<file path="src/rtl/block_normalizer.sv">
// block_normalizer: block-floating-point normalizer.
// Collects DEPTH signed samples, finds the largest left shift that keeps every
// sample in range (capped at the exponent range), then streams the block back
// out shifted by that amount together with the shift as the block exponent.
module block_normalizer #(
  parameter int WIDTH      = 8,
  parameter int SHIFT_BITS = 3,
  parameter int DEPTH      = 4
) (
  input  logic                  clk,
  input  logic                  rst,
  input  logic                  in_valid,
  output logic                  in_ready,
  input  logic [WIDTH-1:0]      in_data,
  output logic                  out_valid,
  input  logic                  out_ready,
  output logic [WIDTH-1:0]      out_data,
  output logic [SHIFT_BITS-1:0] out_exp,
  output logic                  out_last
);

  localparam int IDXW   = (DEPTH > 1) ? $clog2(DEPTH) : 1;
  localparam int RSBW   = (WIDTH > 2) ? $clog2(WIDTH) : 1;
  localparam int MAX_SH = (1 << SHIFT_BITS) - 1;
  localparam logic [IDXW-1:0] LAST_IDX = IDXW'(DEPTH - 1);
  localparam logic [RSBW-1:0] MAX_RSB  = RSBW'(WIDTH - 1);

  typedef enum logic {
    FILL  = 1'b0,
    DRAIN = 1'b1
  } state_t;

  state_t                r_state;
  logic [IDXW-1:0]       r_idx;
  logic [RSBW-1:0]       r_minRsb;
  logic [WIDTH-1:0]      r_buf [DEPTH];
  logic                  r_inReady;
  logic                  r_outValid;
  logic [WIDTH-1:0]      r_outData;
  logic [SHIFT_BITS-1:0] r_outExp;
  logic                  r_outLast;

  logic                  w_accept;
  logic                  w_outFire;
  logic [RSBW-1:0]       w_sampleRsb;
  logic [RSBW-1:0]       w_blockMin;
  logic [SHIFT_BITS-1:0] w_blockSh;
  logic [IDXW-1:0]       w_nextIdx;

  // Redundant sign bits: leading bits equal to the sign bit, minus one.
  function automatic logic [RSBW-1:0] rsbOf(input logic [WIDTH-1:0] x);
    logic [RSBW-1:0] n;
    logic            run;
    n   = '0;
    run = 1'b1;
    for (int i = WIDTH - 2; i >= 0; i--) begin
      if (run && (x[i] == x[WIDTH-1])) begin
        n = n + 1'b1;
      end else begin
        run = 1'b0;
      end
    end
    return n;
  endfunction

  assign w_accept  = in_valid && r_inReady && (r_state == FILL);
  assign w_outFire = r_outValid && out_ready;
  assign w_nextIdx = r_idx + 1'b1;

  // Block minimum including the sample being accepted, and the capped shift.
  always_comb begin
    w_sampleRsb = rsbOf(in_data);
    w_blockMin  = (w_sampleRsb < r_minRsb) ? w_sampleRsb : r_minRsb;
    w_blockSh   = '0;
    if (int'(w_blockMin) > MAX_SH) begin
      w_blockSh = SHIFT_BITS'(MAX_SH);
    end else begin
      w_blockSh = SHIFT_BITS'(w_blockMin);
    end
  end

  // Sample storage; contents need no reset because every block rewrites them.
  always_ff @(posedge clk) begin
    if (w_accept) begin
      r_buf[r_idx] <= in_data;
    end
  end

  // Fill/drain controller with registered stream outputs.
  always_ff @(posedge clk or posedge rst) begin
    if (rst) begin
      r_state    <= FILL;
      r_idx      <= '0;
      r_minRsb   <= MAX_RSB;
      r_inReady  <= 1'b1;
      r_outValid <= 1'b0;
      r_outData  <= '0;
      r_outExp   <= '0;
      r_outLast  <= 1'b0;
    end else begin
      case (r_state)
        FILL: begin
          if (w_accept) begin
            if (r_idx == LAST_IDX) begin
              r_state    <= DRAIN;
              r_idx      <= '0;
              r_inReady  <= 1'b0;
              r_outValid <= 1'b1;
              r_outData  <= r_buf[0] << w_blockSh;
              r_outExp   <= w_blockSh;
              r_outLast  <= 1'b0;
            end else begin
              r_idx    <= w_nextIdx;
              r_minRsb <= w_blockMin;
            end
          end
        end
        DRAIN: begin
          if (w_outFire) begin
            if (r_outLast) begin
              r_state    <= FILL;
              r_idx      <= '0;
              r_minRsb   <= MAX_RSB;
              r_inReady  <= 1'b1;
              r_outValid <= 1'b0;
              r_outLast  <= 1'b0;
            end else begin
              r_idx     <= w_nextIdx;
              r_outData <= r_buf[w_nextIdx] << r_outExp;
              r_outLast <= (w_nextIdx == LAST_IDX);
            end
          end
        end
        default: begin
          r_state <= FILL;
        end
      endcase
    end
  end

  assign in_ready  = r_inReady;
  assign out_valid = r_outValid;
  assign out_data  = r_outData;
  assign out_exp   = r_outExp;
  assign out_last  = r_outLast;

endmodule

</file>
<file path="config.mk">
export PLATFORM = sky130hd
export DESIGN_NAME = block_normalizer
export DESIGN_NICKNAME = d
export VERILOG_FILES = /design/src/rtl/block_normalizer.sv
export SDC_FILE = /design/constraint.sdc
export NUM_CORES = 1
export LEC_CHECK = 0
export ABC_AREA = 1
export CAP_MARGIN = 20
export CORE_AREA = 2 2 75 77
export CTS_BUF_LIST = sky130_fd_sc_hd__clkbuf_4
export DETAILED_ROUTE_END_ITERATION = 10
export DIE_AREA = 0 0 77 79
export PLACE_DENSITY = 0.88
export REMOVE_ABC_BUFFERS = 1
export SKIP_LAST_GASP = 1
export SYNTH_ARGS = -nofsm -noshare
export SYNTH_HDL_FRONTEND = slang
export SYNTH_SLANG_ARGS = --single-unit
</file>
<file path="constraint.sdc">
create_clock -name clk -period 4 [get_ports clk]
set_input_delay 0.6 -clock clk [delete_from_list [all_inputs] [get_ports clk]]
set_output_delay 0.6 -clock clk [all_outputs]
set_load 0.01 [all_outputs]
</file>
---- After elaboration in Yosys (flattened, before gate mapping) ----
Memories as Yosys holds them, arrays and structs flattened.
Cells that the tools add are included.
storage, ports and cells
  bits in registers ....................... 20
  memory bits (writable) .................. 32
  input port bits ......................... 12
  output and inout bits ................... 14
  word-level logic and storage cells ...... 99
  memories kept ........................... 1
memories
  memory  words  width  read ports  clocked after Yosys merged registers in  wr ports  line  source
  r_buf   4      8      2           0                                        1         36    logic [WIDTH-1:0] r_buf [DEPTH];
cells by class
  add/subtract/negate cells ............... 7
  $lt $le $gt $ge ......................... 1
  equal/unequal tests ..................... 15
  shifts and indexed selects .............. 2
  mux-type cells .......................... 49
  bitwise gates (word level) .............. 1
  reductions and logical operators ........ 15
operators with widths
  kind                                                              count
  8-bit 2-to-1 mux                                                  4
  3-bit 2-to-1 mux                                                  10
  1-bit 2-to-1 mux                                                  23
  8-bit one-hot mux with 2 select lines                             1
  8-bit by 3-bit << shifter with 8-bit output                       2
  3-bit by 1-bit adder with 3-bit output (second input constant)    5
  4-bit AND reduction                                               3
  2-bit 2-to-1 mux                                                  5
  1-bit logical AND                                                 9
  1-bit one-hot mux with 2 select lines                             4
  1-bit == test                                                     7
  2-bit by 1-bit != test with 1-bit output (second input constant)  3
  2-bit != test (second input constant)                             3
  3-bit one-hot mux with 2 select lines                             1
  3-bit AND reduction                                               2
  2-bit == test (second input constant)                             2
  2-bit one-hot mux with 2 select lines                             1
  3-bit less-than comparator                                        1
  1-bit by 1-bit adder with 2-bit output (second input constant)    1
  2-bit by 1-bit adder with 2-bit output (second input constant)    1
  2-bit AND reduction                                               1
  1-bit NOT                                                         1

---- Longest topological paths before layout ----
Gate-level depths: netlist of run 1.
  depth after elaboration ................. 20
  mapped depth ............................ 34
  depth with buffers taken out ............ 34

---- Worst setup path after synthesis of run 1 ----
No wires, ideal clock.
  path kind ............................... input to register
  from .................................... input in_data[7]
  to ...................................... register r_outData[7] (netlist: out_data[7])
  library setup time ...................... 113 ps
  data arrival time ....................... 4544 ps
  required time ........................... 3887 ps
  setup slack ............................. -657 ps
  stages .................................. 31
  buffers on the path ..................... 0
  cell sequence ........................... inv_1 > nand2_1 > nand2_4 > inv_2 > a21oi_1 > ha_1 > inv_1 > nand4_1 > nand2_1 > inv_1 > ha_1 > nand2_1 > nand2_1 > ha_1 > or2_0 > nand2_1 > inv_1 > ha_1 > nand3_1 > xnor2_1 > xor2_1 > ha_1 > a21oi_1 > a21boi_0 > nand2_2 > nand2_4 > nand3_1 > nand3_1 > nand3_1 > nand2_1 > inv_1
between the ends
  cells in the longest elaborated chain, start to end .. 20
  elaborated cells on any way between the ends .. 38
  classes of those cells .................. add/sub: 6; order compare: 1; eq/ne: 7; shift: 1; mux: 17; reduce/logical: 6
RTL lines
  element                                                                      line    source
  start, declared                                                              14      input logic [WIDTH-1:0] in_data,
  1-bit == test                                                                57      if (run && (x[i] == x[WIDTH-1])) begin
  1-bit 2-to-1 mux                                                             57
  1-bit by 1-bit adder with 2-bit output or 1-bit logical AND (tied branches)  58, 57
  2-bit 2-to-1 mux or 1-bit 2-to-1 mux (tied branches)                         57
  3-bit by 1-bit adder with 3-bit output or 1-bit logical AND (tied branches)  58, 57
  3-bit 2-to-1 mux or 1-bit 2-to-1 mux (tied branches)                         57
  3-bit by 1-bit adder with 3-bit output or 1-bit logical AND (tied branches)  58, 57
  3-bit 2-to-1 mux or 1-bit 2-to-1 mux (tied branches)                         57
  [4 not listed]                                                               n/a
  3-bit by 1-bit adder with 3-bit output or 1-bit logical AND (tied branches)  58, 57
  3-bit 2-to-1 mux *                                                           57
  3-bit less-than comparator                                                   73      w_blockMin = (w_sampleRsb < r_minRsb) ? w_sampleRsb : r_minRsb;
  3-bit 2-to-1 mux *                                                           73
  8-bit by 3-bit << shifter with 8-bit output *                                109     r_outData <= r_buf[0] << w_blockSh;
  8-bit 2-to-1 mux *                                                           104     if (r_idx == LAST_IDX) begin
  8-bit 2-to-1 mux *                                                           103     if (w_accept) begin
  8-bit one-hot mux with 2 select lines *                                      101     case (r_state)
  end signal, assigned                                                         109
  end signal, assigned                                                         129     r_outData <= r_buf[w_nextIdx] << r_outExp;
  end, declared                                                                39      logic [WIDTH-1:0] r_outData;
Mark *: on every way between the ends. The rest lies on a longest branch, timed or not. The select of a mux whose other input is x is not followed.
A chain may end at the register's enable or synchronous reset.

---- Final worst setup path of run 1 ----
Same ends and word-level chain as after synthesis.

==> metrics.csv, run 1 <==
stage,metric,value,unit
run_status,status,"finished, violations left",
run_status,violations,setup timing,
routing,postRouteWirelength,8.06,mm
global_routing,met2_usage,48.9,%
die,fp.dieArea,6080,um2
yosys,syn_inst,373,
placed_design,gp_congestion,0.921,
timing,fin_worst_skew,0.0239,ns
global_routing,grt_max_degree,24,
min_path,worstHoldStart,in_data[6],
placed_design,dp_slack,-1.31,ns
worst_setup_path,critPathArrivalTime,4.61,ns
cells_and_area,final_nets,464,
cells_and_area,final_cell_mix,"nand2_1, buf_4, nor2_1",
timing,worstMarginPinSlew,0.854,ns
global_routing,grt_pass1_wl,12.6,mm
global_routing,grtUsageMet1,30.4,%
placed_design,dpl.hpwl,5.32,mm
job,max_cap_viol_count,0,
die,start_util,58.8,%
yosys,synth_top_area_share,30.6,%
yosys,synthDistinctLibCells,42,
clock_tree,clockBufferDepth,2,
worst_setup_path,cp-end-kind,flip-flop,
die,core,5340,um2
clock_tree,cts_buffers,5,
clock_tree,cts.reportedPaths.clkPinSlew,0.17,ns
min_path,worstHoldPathType,primary input to flip-flop,
timing,fin_crit,4.27,ns
timing,fmax,234,MHz
timing,setup_slack,-0.269,ns
routing,route.detailed.drc,0,
clock_tree,insertion_delay,0.40,ns
yosys,synth_area_leader_cell,edfxtp_1,
timing,hold_violations,0,
routing,drtPass1Iterations,5,
global_routing,top_usage_layer,met2,
power_and_ir_drop,power_density,583,nW/um2
global_routing,grt_antenna_before_repair,0,
timing,slew_headroom,42.9,%
power_and_ir_drop,p_total,0.00239,W
timing,drv_slew,0,
routing,vias,2935,
worst_setup_path,crit_type,primary input to flip-flop,
yosys,syn_area,3140,um2
die,ios,26,
routing,vias_per_cell,5.72,
clock_tree,numClockSinks,52,
worst_setup_path,cp_num_cells,32,
global_routing,grt_pass1_vias,2767,
global_routing,met3_usage,3.41,%
worst_setup_path,crit_fanout,7,
worst_setup_path,max_stage_delay,0.30,ns
cells_and_area,layout_commonest_cell,nand2_1,
yosys,yosys-top-cells-area,"edfxtp_1, dfrtp_1, nand2_1",
die,row_count,27,
timing,finalCritPeriodShare,107,%
min_path,holdPathStages,2,
worst_setup_path,ff2ff_path_depth,7,
power_and_ir_drop,cellLeakagePower,1.82,nW
worst_setup_path,crit_start,in_data[7],
power_and_ir_drop,vdd_ir_drop_max,255,uV
clock_tree,holdBufCountCts,0,
worst_setup_path,r2r-start,r_state$_DFF_PP0_,
clock_tree,cts_max_level,2,
routing,final_antenna_net_count,0,
cells_and_area,antenna_cells,0,
clock_tree,tritoncts,yes,
worst_setup_path,cp.required,4.34,ns
placed_design,port_buffers,25,
worst_setup_path,cp_top_family,simple AND/OR/NAND/NOR gates,
cells_and_area,syn2layout_area_growth,30.8,%
global_routing,grt.overflow.total,0,
yosys,yosys_warnings,0,
worst_setup_path,crit_path_frequent_cell,nand2_2,
routing,routedWlPerCell,15.7,um
yosys,yosysSeqAreaShare,46.7,%
clock_tree,cts_root_buf,clkbuf_4,
global_routing,grt.total_usage,26.1,%
die,die_w,77,um
timing,grt_setup_unrepaired,true,
yosys,yosys_register_bits,52,
yosys,avgSynthCellArea,8.41,um2
routing,first_iter_violations,410,
die,die_h,79,um
worst_setup_path,cp-start-kind,primary input,
worst_setup_path,crit_slowest_cell,o21ai_4,
worst_setup_path,crit_buf_inv,7,
timing,setup_viol,10,
cells_and_area,drive_gt1_share,30.4,%
## path summary, 6_finish.rpt
path                                      endpoint  slack [ns]
max in group asynchronous   out_exp[0]$_DFFE_PP0P_        2.94
min in group asynchronous     out_last$_DFFE_PP0P_        0.60
max                        out_data[7]$_DFFE_PP0P_       -0.27
max reg2reg                  r_buf[3][0]$_DFFE_PP_        1.37
min reg2reg                out_data[5]$_DFFE_PP0P_        0.52
min                          r_buf[2][6]$_DFFE_PP_        0.50
## cells in the mapped netlist
| cell type | number |
|---|---|
| a21boi_0 | 1 |
| a21oi_1 | 12 |
| a21oi_2 | 1 |
| a31oi_1 | 4 |
| and2_1 | 1 |
| buf_2 | 2 |
| buf_6 | 1 |
| clkbuf_1 | 5 |
| clkinv_4 | 1 |
| dfrtp_1 | 16 |
| dfstp_2 | 4 |
| edfxtp_1 | 32 |
| ha_1 | 12 |
| inv_1 | 41 |
| inv_2 | 1 |
| mux2i_1 | 2 |
| nand2_1 | 74 |
| nand2_2 | 9 |
| nand2_4 | 5 |
| nand3_1 | 47 |
| nand3_2 | 3 |
| nand3_4 | 1 |
| nand3b_1 | 2 |
| nand4_1 | 2 |
| nor2_1 | 37 |
| nor3_1 | 1 |
| nor3_2 | 1 |
| o211ai_1 | 2 |
| o21a_1 | 1 |
| o21ai_0 | 33 |
| o21ai_1 | 2 |
| o21ai_4 | 1 |
| o21bai_1 | 1 |
| o22a_1 | 2 |
| o22ai_1 | 2 |
| o311ai_0 | 1 |
| o32ai_1 | 1 |
| or2_0 | 1 |
| or2_1 | 2 |
| or2_2 | 3 |
| xnor2_1 | 2 |
| xor2_1 | 1 |
## flip-flops by register name, summed over array words and instances, names as in the netlist
name,flops
in_ready,1
out_data,8
out_exp,3
out_last,1
out_valid,1
r_buf,32
r_idx,2
r_minRsb,3
r_state,1
## stage by stage
step	utilization [%]	TNS (ns)	hold slack (ns)	area [um2]	cells
final	76.9	-1.71	0.500	4110	513
after global routing	76.9	-3.66	0.482	4110	513
after CTS	73.9	-0.764	0.501	3940	511
after detailed placement	68.4	-15.06	0.501	3650	490
after global placement	68.4	-12.09	0.495	3650	490
after floorplan	-	-6.18	0.491	3100	365
## per-layer routing
layer  part of all wire [%]  routed length [um]
met1                     38                3040
met2                     53                4280
met3                    5.6                 449
met4                    3.6                 291
met5                      0                   0
## power breakdown
group | total, W | internal [W] | switching [W] | leakage (nW)
Combinational | 0.00134 | 0.000528 | 0.000816 | 1.26
Sequential | 0.000781 | 0.000690 | 0.0000911 | 0.520
Clock | 0.000266 | 0.0000779 | 0.000188 | 0.0381
Total | 0.00239 | 0.00130 | 0.00110 | 1.82
## worst register-to-register path, cell delays in order, from the launching register on
cell and delay, ns:
dfrtp_1 0.49, inv_1 0.20, nand3_1 0.24, o21ai_1 0.30
inv_1 0.18, nor3_1 0.27, nand2_1 0.27, inv_1 0.36
## layout make-up
| cell class | count | area, um2 |
|---|---|---|
| fill | 361 | 1230 |
| inverter | 43 | 179 |
| multi-input combinational | 271 | 1720 |
| timing repair buffer | 67 | 586 |
| tap | 72 | 90.1 |
| clock inverter | 3 | 28.8 |
| clock buffer | 5 | 37.5 |
| sequential | 52 | 1470 |
## what timing repair did
action	in CTS	in global routing
endpoints found under the setup margin	14	12
gates resized for setup	59	33
buffers inserted	12	3
pin swaps	36	25
gates cloned	1	0
## cells by family after synthesis
family / share of synthesized area, %
AOI/OAI and AO/OA: 11.8
xor gates and xnor gates: 0.837
adders and majority gates: 4.78
buffers and inverters: 6.58
DFF: 46.7
muxes: 0.638
and+or+nand+nor: 28.6
No activity file was read; power rests on OpenSTA's default activity.
==> run 2: changes to the inputs <==
--- a/config.mk
+++ b/config.mk
@@ -7,11 +7,12 @@
 export LEC_CHECK = 0
 export ABC_AREA = 1
 export CAP_MARGIN = 20
-export CORE_AREA = 2 2 75 77
+export CORE_AREA = 2 2 83 85
 export CTS_BUF_LIST = sky130_fd_sc_hd__clkbuf_4
 export DETAILED_ROUTE_END_ITERATION = 10
-export DIE_AREA = 0 0 77 79
-export PLACE_DENSITY = 0.88
+export DIE_AREA = 0 0 85 87
+export PLACE_DENSITY = 0.74
+export RECOVER_POWER = 25
 export REMOVE_ABC_BUFFERS = 1
 export SKIP_LAST_GASP = 1
 export SYNTH_ARGS = -nofsm -noshare
==> run 2 against run 1 <==
Effect of this change:
- the run still ends with setup timing left
- sequential share of layout area shrank 0.55 points
- worst hold slack gained 0.035 ns
- clock skew shrank 0.0026 ns
- design area grew 1.6%
- power grew 1.1%
- sequential power is essentially flat
- via count shrank 3.0%
- global-route usage shrank 5.7 points
- critical path depth shrank 2
- non-clock buffer count grew 3
- count of clock-buffer cells in the layout is the same
==> metrics.csv, run 2 (synthesis gave the netlist of run 1 again) <==
stage,metric,value,unit,change
timing,setup_viol,10,,unchanged
worst_setup_path,crit_fanout,6,,-1
worst_setup_path,critPathArrivalTime,4.60,ns,about the same
clock_tree,numClockSinks,52,,unchanged
clock_tree,clockBufferDepth,2,,unchanged
routing,route.detailed.drc,0,,unchanged
die,die_w,85,um,+10%
routing,postRouteWirelength,7.60,mm,-5.8%
routing,drtPass1Iterations,6,,+1
global_routing,grt.total_usage,20.5,%,-5.7 points
min_path,holdPathStages,2,,unchanged
timing,grt_setup_unrepaired,true,,
timing,fmax,231,MHz,-1.2%
routing,final_antenna_net_count,0,,unchanged
timing,holdWs,0.536,ns,+0.0353 ns
power_and_ir_drop,vdd_ir_drop_max,332,uV,+30%
routing,wl_met3,404,um,-10%
die,start_util,47.8,%,-11 points
power_and_ir_drop,p_total,0.00242,W,+1.1%
power_and_ir_drop,cellLeakagePower,1.84,nW,+1.4%
die,fp.dieArea,7400,um2,+22%
cells_and_area,final_cell_mix,"nand2_1, buf_4, inv_1",,
placed_design,dpl.hpwl,5.21,mm,-2.1%
global_routing,grt.overflow.total,0,,unchanged
timing,finalCritPeriodShare,108,%,+1.3 points
global_routing,grt_pass1_vias,2597,,-6.1%
clock_tree,cts.reportedPaths.clkPinSlew,0.15,ns,-0.02 ns
cells_and_area,antenna_cells,0,,unchanged
cells_and_area,final_nets,467,,+0.65%
run_status,violations,setup timing,,
placed_design,dp_slack,-1.34,ns,-0.0292 ns
timing,worstMarginPinSlew,0.797,ns,-0.0564 ns
timing,setup_slack,-0.320,ns,-0.0515 ns
clock_tree,insertion_delay,0.39,ns,about the same
timing,fin_tns_setup,-2.26,ns,-0.551 ns
die,core,6570,um2,+23%
worst_setup_path,cp-end-kind,flip-flop,,
routing,first_iter_violations,200,,-51%
worst_setup_path,cp-start-kind,primary input,,
worst_setup_path,ff2ff_path_depth,7,,unchanged
timing,fin_crit,4.32,ns,+0.0515 ns
die,ios,26,,unchanged
cells_and_area,drive_gt1_share,31.5,%,+1.1 points
timing,hold_violations,0,,unchanged
global_routing,grt_antenna_before_repair,0,,unchanged
routing,met1_length,3.13,mm,+3.2%
routing,routedWlPerCell,14.5,um,-7.7%
routing,vias,2847,,-3.0%
worst_setup_path,rrSetupSlack,1.39,ns,+0.02 ns
cells_and_area,syn2layout_area_growth,32.9,%,
global_routing,grt_pass1_wl,12.0,mm,-4.2%
min_path,worstHoldPathType,flip-flop to flip-flop,,
clock_tree,cts_max_level,2,,unchanged
job,max_cap_viol_count,0,,unchanged
routing,met2_length,3.91,mm,-8.6%
worst_setup_path,cp.required,4.28,ns,-0.06 ns
cells_and_area,largest-register,r_buf,,
cells_and_area,layout_commonest_cell,nand2_1,,
die,die_h,87,um,+10%
clock_tree,tritoncts,yes,,
timing,slew_headroom,46.7,%,+3.8 points
clock_tree,cts_root_buf,clkbuf_4,,
routing,vias_per_cell,5.43,,-5.0%
cells_and_area,largest_register_ffs,32,,unchanged
worst_setup_path,crit_path_frequent_cell,nand2_2,,
placed_design,port_buffers,25,,unchanged
timing,fin_worst_skew,0.0213,ns,-0.00258 ns
timing,drv_slew,0,,unchanged
power_and_ir_drop,power_density,580,nW/um2,-0.42%
die,row_count,30,,+11%
run_status,status,"finished, violations left",,
worst_setup_path,crit_type,primary input to flip-flop,,
placed_design,gp_congestion,0.917,,-0.42%
global_routing,grt_max_degree,24,,unchanged
clock_tree,cts_buffers,5,,unchanged
routing,routed.top_layer,met4,,
worst_setup_path,max_stage_delay,0.30,ns,about the same
worst_setup_path,crit_slowest_cell,ha_1,,
-- run 2: changes by cell type in the layout (fill, tap and decap cells not counted), sizes merged --
cell           change
clkbuf             +1
buf                +2
dlymetal6s2s       +1
clkdlybuf4s50      -1
-- run 2: layer usage --
metal | GRT usage [%] | vias up
li1 | - | 1398
met5 | 0 | -
met1 | 25.3 | 1334
met4 | 5.92 | 0
met2 | 37.3 | 101
met3 | 2.94 | 14
-- run 2: repair_timing --
item / 4_1_cts / 5_1_grt
endpoints found under the hold margin: 0 / 0
gates resized for setup: 58 / 40
setup buffers: 10 / 6
gates cloned: 1 / 0
pin swaps: 25 / 44
hold buffers: 0 / 0
setup endpoints to repair: 14 / 12
-- run 2: worst max-delay path, delay by kind of cell --
family          cells  cell delay, ns
fa+ha+maj           5            1.20
xor+xnor            2            0.34
compound gates      5            0.83
simple gates       11            0.94
buf+inv             7            0.68
-- run 2: worst paths after layout --
kind | startpoint | to
worst max register to register | r_state$_DFF_PP0_ | r_buf[3][6]$_DFFE_PP_
worst max-delay path | in_data[7] | out_data[4]$_DFFE_PP0P_
min in group asynchronous | rst | out_valid$_DFFE_PP0P_
max in group asynchronous | rst | out_last$_DFFE_PP0P_
worst min-delay path | out_data[5]$_DFFE_PP0P_ | out_data[5]$_DFFE_PP0P_
worst min register to register | out_data[5]$_DFFE_PP0P_ | out_data[5]$_DFFE_PP0P_
-- run 2: metrics by stage --
step / util [%] / instances / instance area, um2
finish: 63.5 / 524 / 4170
global route: 63.5 / 524 / 4170
CTS: 60.3 / 519 / 3960
detailed placement: 55.9 / 500 / 3670
global placement: 55.9 / 500 / 3670
floorplan: - / 365 / 3100
-- run 2: final cells by class --
type	instances	area, um2
timing repair buffer	70	607
fill	531	2400
inverter	43	171
sequential	52	1470
clock buffer	5	37.5
multi-input combinational	271	1760
tap	80	100
clock inverter	3	28.8
-- run 2: power by group --
part           switching, W  internal (W)
registers         0.0000919      0.000690
logic              0.000822      0.000550
clock network      0.000187     0.0000781
==> run 3: changes to the inputs <==
--- a/config.mk
+++ b/config.mk
@@ -6,7 +6,6 @@
 export NUM_CORES = 1
 export LEC_CHECK = 0
 export ABC_AREA = 1
-export CAP_MARGIN = 20
 export CORE_AREA = 2 2 83 85
 export CTS_BUF_LIST = sky130_fd_sc_hd__clkbuf_4
 export DETAILED_ROUTE_END_ITERATION = 10
@@ -14,6 +13,7 @@
 export PLACE_DENSITY = 0.74
 export RECOVER_POWER = 25
 export REMOVE_ABC_BUFFERS = 1
+export SKIP_CTS_REPAIR_TIMING = 1
 export SKIP_LAST_GASP = 1
 export SYNTH_ARGS = -nofsm -noshare
 export SYNTH_HDL_FRONTEND = slang
==> run 3 against run 2 <==
Effect of this change:
- the flow still finishes with violations (setup timing)
- sequential share of layout area up 0.92 points
- routed wire length decreased by 1.4%
- fmax grew 1.9%
- flip-flop and latch count did not move
- combinational power hardly changed
- power shrank 1.3%
- register-to-register slack got worse by 0.02 ns
- critical path depth is 2 higher
- via count down 2.2%
- sequential power hardly changed
- clock power hardly changed
- non-clock buffer count is 8 lower
==> metrics.csv, run 3 (synthesis gave the netlist of run 1 again) <==
stage,metric,value,unit,change
cells_and_area,drive_gt1_share,27.1,%,-4.5 points
placed_design,placed_area,3670,um2,unchanged
timing,grt_setup_unrepaired,true,,
global_routing,grt.total_usage,19.1,%,-1.4 points
global_routing,grt_pass1_wl,11.2,mm,-6.5%
timing,drv_slew,0,,unchanged
timing,worstMarginPinSlew,0.804,ns,+0.00714 ns
power_and_ir_drop,cellLeakagePower,1.80,nW,-2.4%
die,core,6570,um2,unchanged
timing,fmax,236,MHz,+1.9%
worst_setup_path,crit_type,primary input to flip-flop,,
worst_setup_path,critPathArrivalTime,4.55,ns,-0.05 ns
min_path,holdPathStages,2,,unchanged
die,die_w,85,um,unchanged
global_routing,grt.overflow.total,0,,unchanged
cells_and_area,antenna_cells,0,,unchanged
worst_setup_path,crit_fanout,7,,+1
timing,setup_slack,-0.242,ns,+0.0786 ns
clock_tree,cts_buffers,5,,unchanged
power_and_ir_drop,vdd_ir_drop_max,333,uV,+0.58%
routing,postRouteWirelength,7.49,mm,-1.4%
timing,holdWs,0.522,ns,-0.0138 ns
worst_setup_path,crit_slowest_cell,ha_1,,
routing,routedWlPerCell,14.5,um,+0.15%
cells_and_area,largest_register_ffs,32,,unchanged
worst_setup_path,crit_path_frequent_cell,nand2_1,,
timing,hold_violations,0,,unchanged
timing,fin_crit,4.24,ns,-0.0786 ns
routing,drtPass1Iterations,6,,unchanged
placed_design,gp_congestion,0.917,,unchanged
run_status,status,"finished, violations left",,
die,die_h,87,um,unchanged
run_status,violations,setup timing,,
timing,finalCritPeriodShare,106,%,-2.0 points
clock_tree,cts.reportedPaths.clkPinSlew,0.15,ns,about the same
routing,vias_per_cell,5.40,,-0.66%
placed_design,port_buffers,25,,unchanged
clock_tree,tritoncts,yes,,
worst_setup_path,max_stage_delay,0.30,ns,about the same
timing,fin_tns_setup,-1.49,ns,+0.767 ns
routing,first_iter_violations,224,,+12%
global_routing,grt_antenna_before_repair,0,,unchanged
global_routing,grt_max_degree,24,,unchanged
job,max_cap_viol_count,0,,unchanged
die,start_util,47.8,%,unchanged
power_and_ir_drop,p_total,0.00239,W,-1.3%
clock_tree,numClockSinks,52,,unchanged
cells_and_area,layout_commonest_cell,nand2_1,,
die,row_count,30,,unchanged
die,fp.dieArea,7400,um2,unchanged
min_path,worstHoldPathType,flip-flop to flip-flop,,
timing,slew_headroom,46.2,%,-0.48 points
routing,vias,2785,,-2.2%
worst_setup_path,ff2ff_path_depth,7,,unchanged
cells_and_area,syn2layout_area_growth,29.5,%,
worst_setup_path,cp.required,4.31,ns,+0.03 ns
clock_tree,cts_max_level,2,,unchanged
timing,fin_worst_skew,0.0176,ns,-0.00367 ns
timing,setup_viol,9,,-1
power_and_ir_drop,power_density,588,nW/um2,+1.3%
cells_and_area,post-route-cell-area,4060,um2,-2.6%
placed_design,dp_slack,-1.34,ns,unchanged
routing,route.detailed.drc,0,,unchanged
cells_and_area,largest-register,r_buf,,
worst_setup_path,cp-end-kind,flip-flop,,
cells_and_area,final_nets,459,,-1.7%
clock_tree,cts_root_buf,clkbuf_4,,
clock_tree,insertion_delay,0.40,ns,about the same
placed_design,dpl.hpwl,5.21,mm,unchanged
worst_setup_path,cp-start-kind,primary input,,
global_routing,grt_pass1_vias,2431,,-6.4%
routing,final_antenna_net_count,0,,unchanged
die,ios,26,,unchanged
cells_and_area,final_cell_mix,"nand2_1, inv_1, nand3_1",,
clock_tree,clockBufferDepth,2,,unchanged
-- run 3: changes by cell type in the layout (fill, tap and decap cells not counted), moves of 2 or more --
| cell | change |
|---|---|
| buf_2 | -2 |
| nand3_2 | -9 |
| buf_4 | -8 |
| nand2_4 | +2 |
| nand3_1 | +10 |
| nand2_1 | +2 |
| nand2_2 | -4 |
-- run 3: through the flow --
step                      cells  utilization (%)
after CTS                   508             56.9
after global routing        516             61.8
after global placement      500             55.9
final                       516             61.8
after floorplan             365                -
after detailed placement    500             55.9
-- run 3: critical path, delay by kind of cell --
kind            cells  cell delay [ns]
simple gates       16             1.45
fa+ha+maj           5             1.19
buf+inv             7             0.48
compound gates      2             0.44
xor+xnor            2             0.36
-- run 3: final timing paths --
check / from / end / slack (ns)
min: out_data[5]$_DFFE_PP0P_ / out_data[5]$_DFFE_PP0P_ / 0.52
max in group asynchronous: rst / out_last$_DFFE_PP0P_ / 2.92
min in group asynchronous: rst / out_valid$_DFFE_PP0P_ / 0.60
max reg2reg: r_state$_DFF_PP0_ / r_buf[3][6]$_DFFE_PP_ / 1.37
min reg2reg: out_data[5]$_DFFE_PP0P_ / out_data[5]$_DFFE_PP0P_ / 0.52
max: in_data[7] / out_data[7]$_DFFE_PP0P_ / -0.24
-- run 3: area by class of cell --
type / instances / area (um2)
inverter: 43 / 174
clock buffer: 5 / 37.5
sequential: 52 / 1470
multi-input combinational: 271 / 1700
timing repair buffer: 62 / 554
clock inverter: 3 / 28.8
fill: 541 / 2510
tap: 80 / 100
-- run 3: layer usage --
metal  track usage, %  up-vias  part of all wire (%)
met1             24.4     1299                    42
met5                0        -                     0
met2             33.6       94                    51
met4             6.20        0                   2.5
li1                 -     1380                     -
met3             2.65       12                   4.8
-- run 3: power by group --
| part | switching (W) | internal [W] |
|---|---|---|
| combinational | 0.000800 | 0.000541 |
| clock | 0.000188 | 0.0000780 |
| sequential | 0.0000913 | 0.000690 |
| total | 0.00108 | 0.00131 |
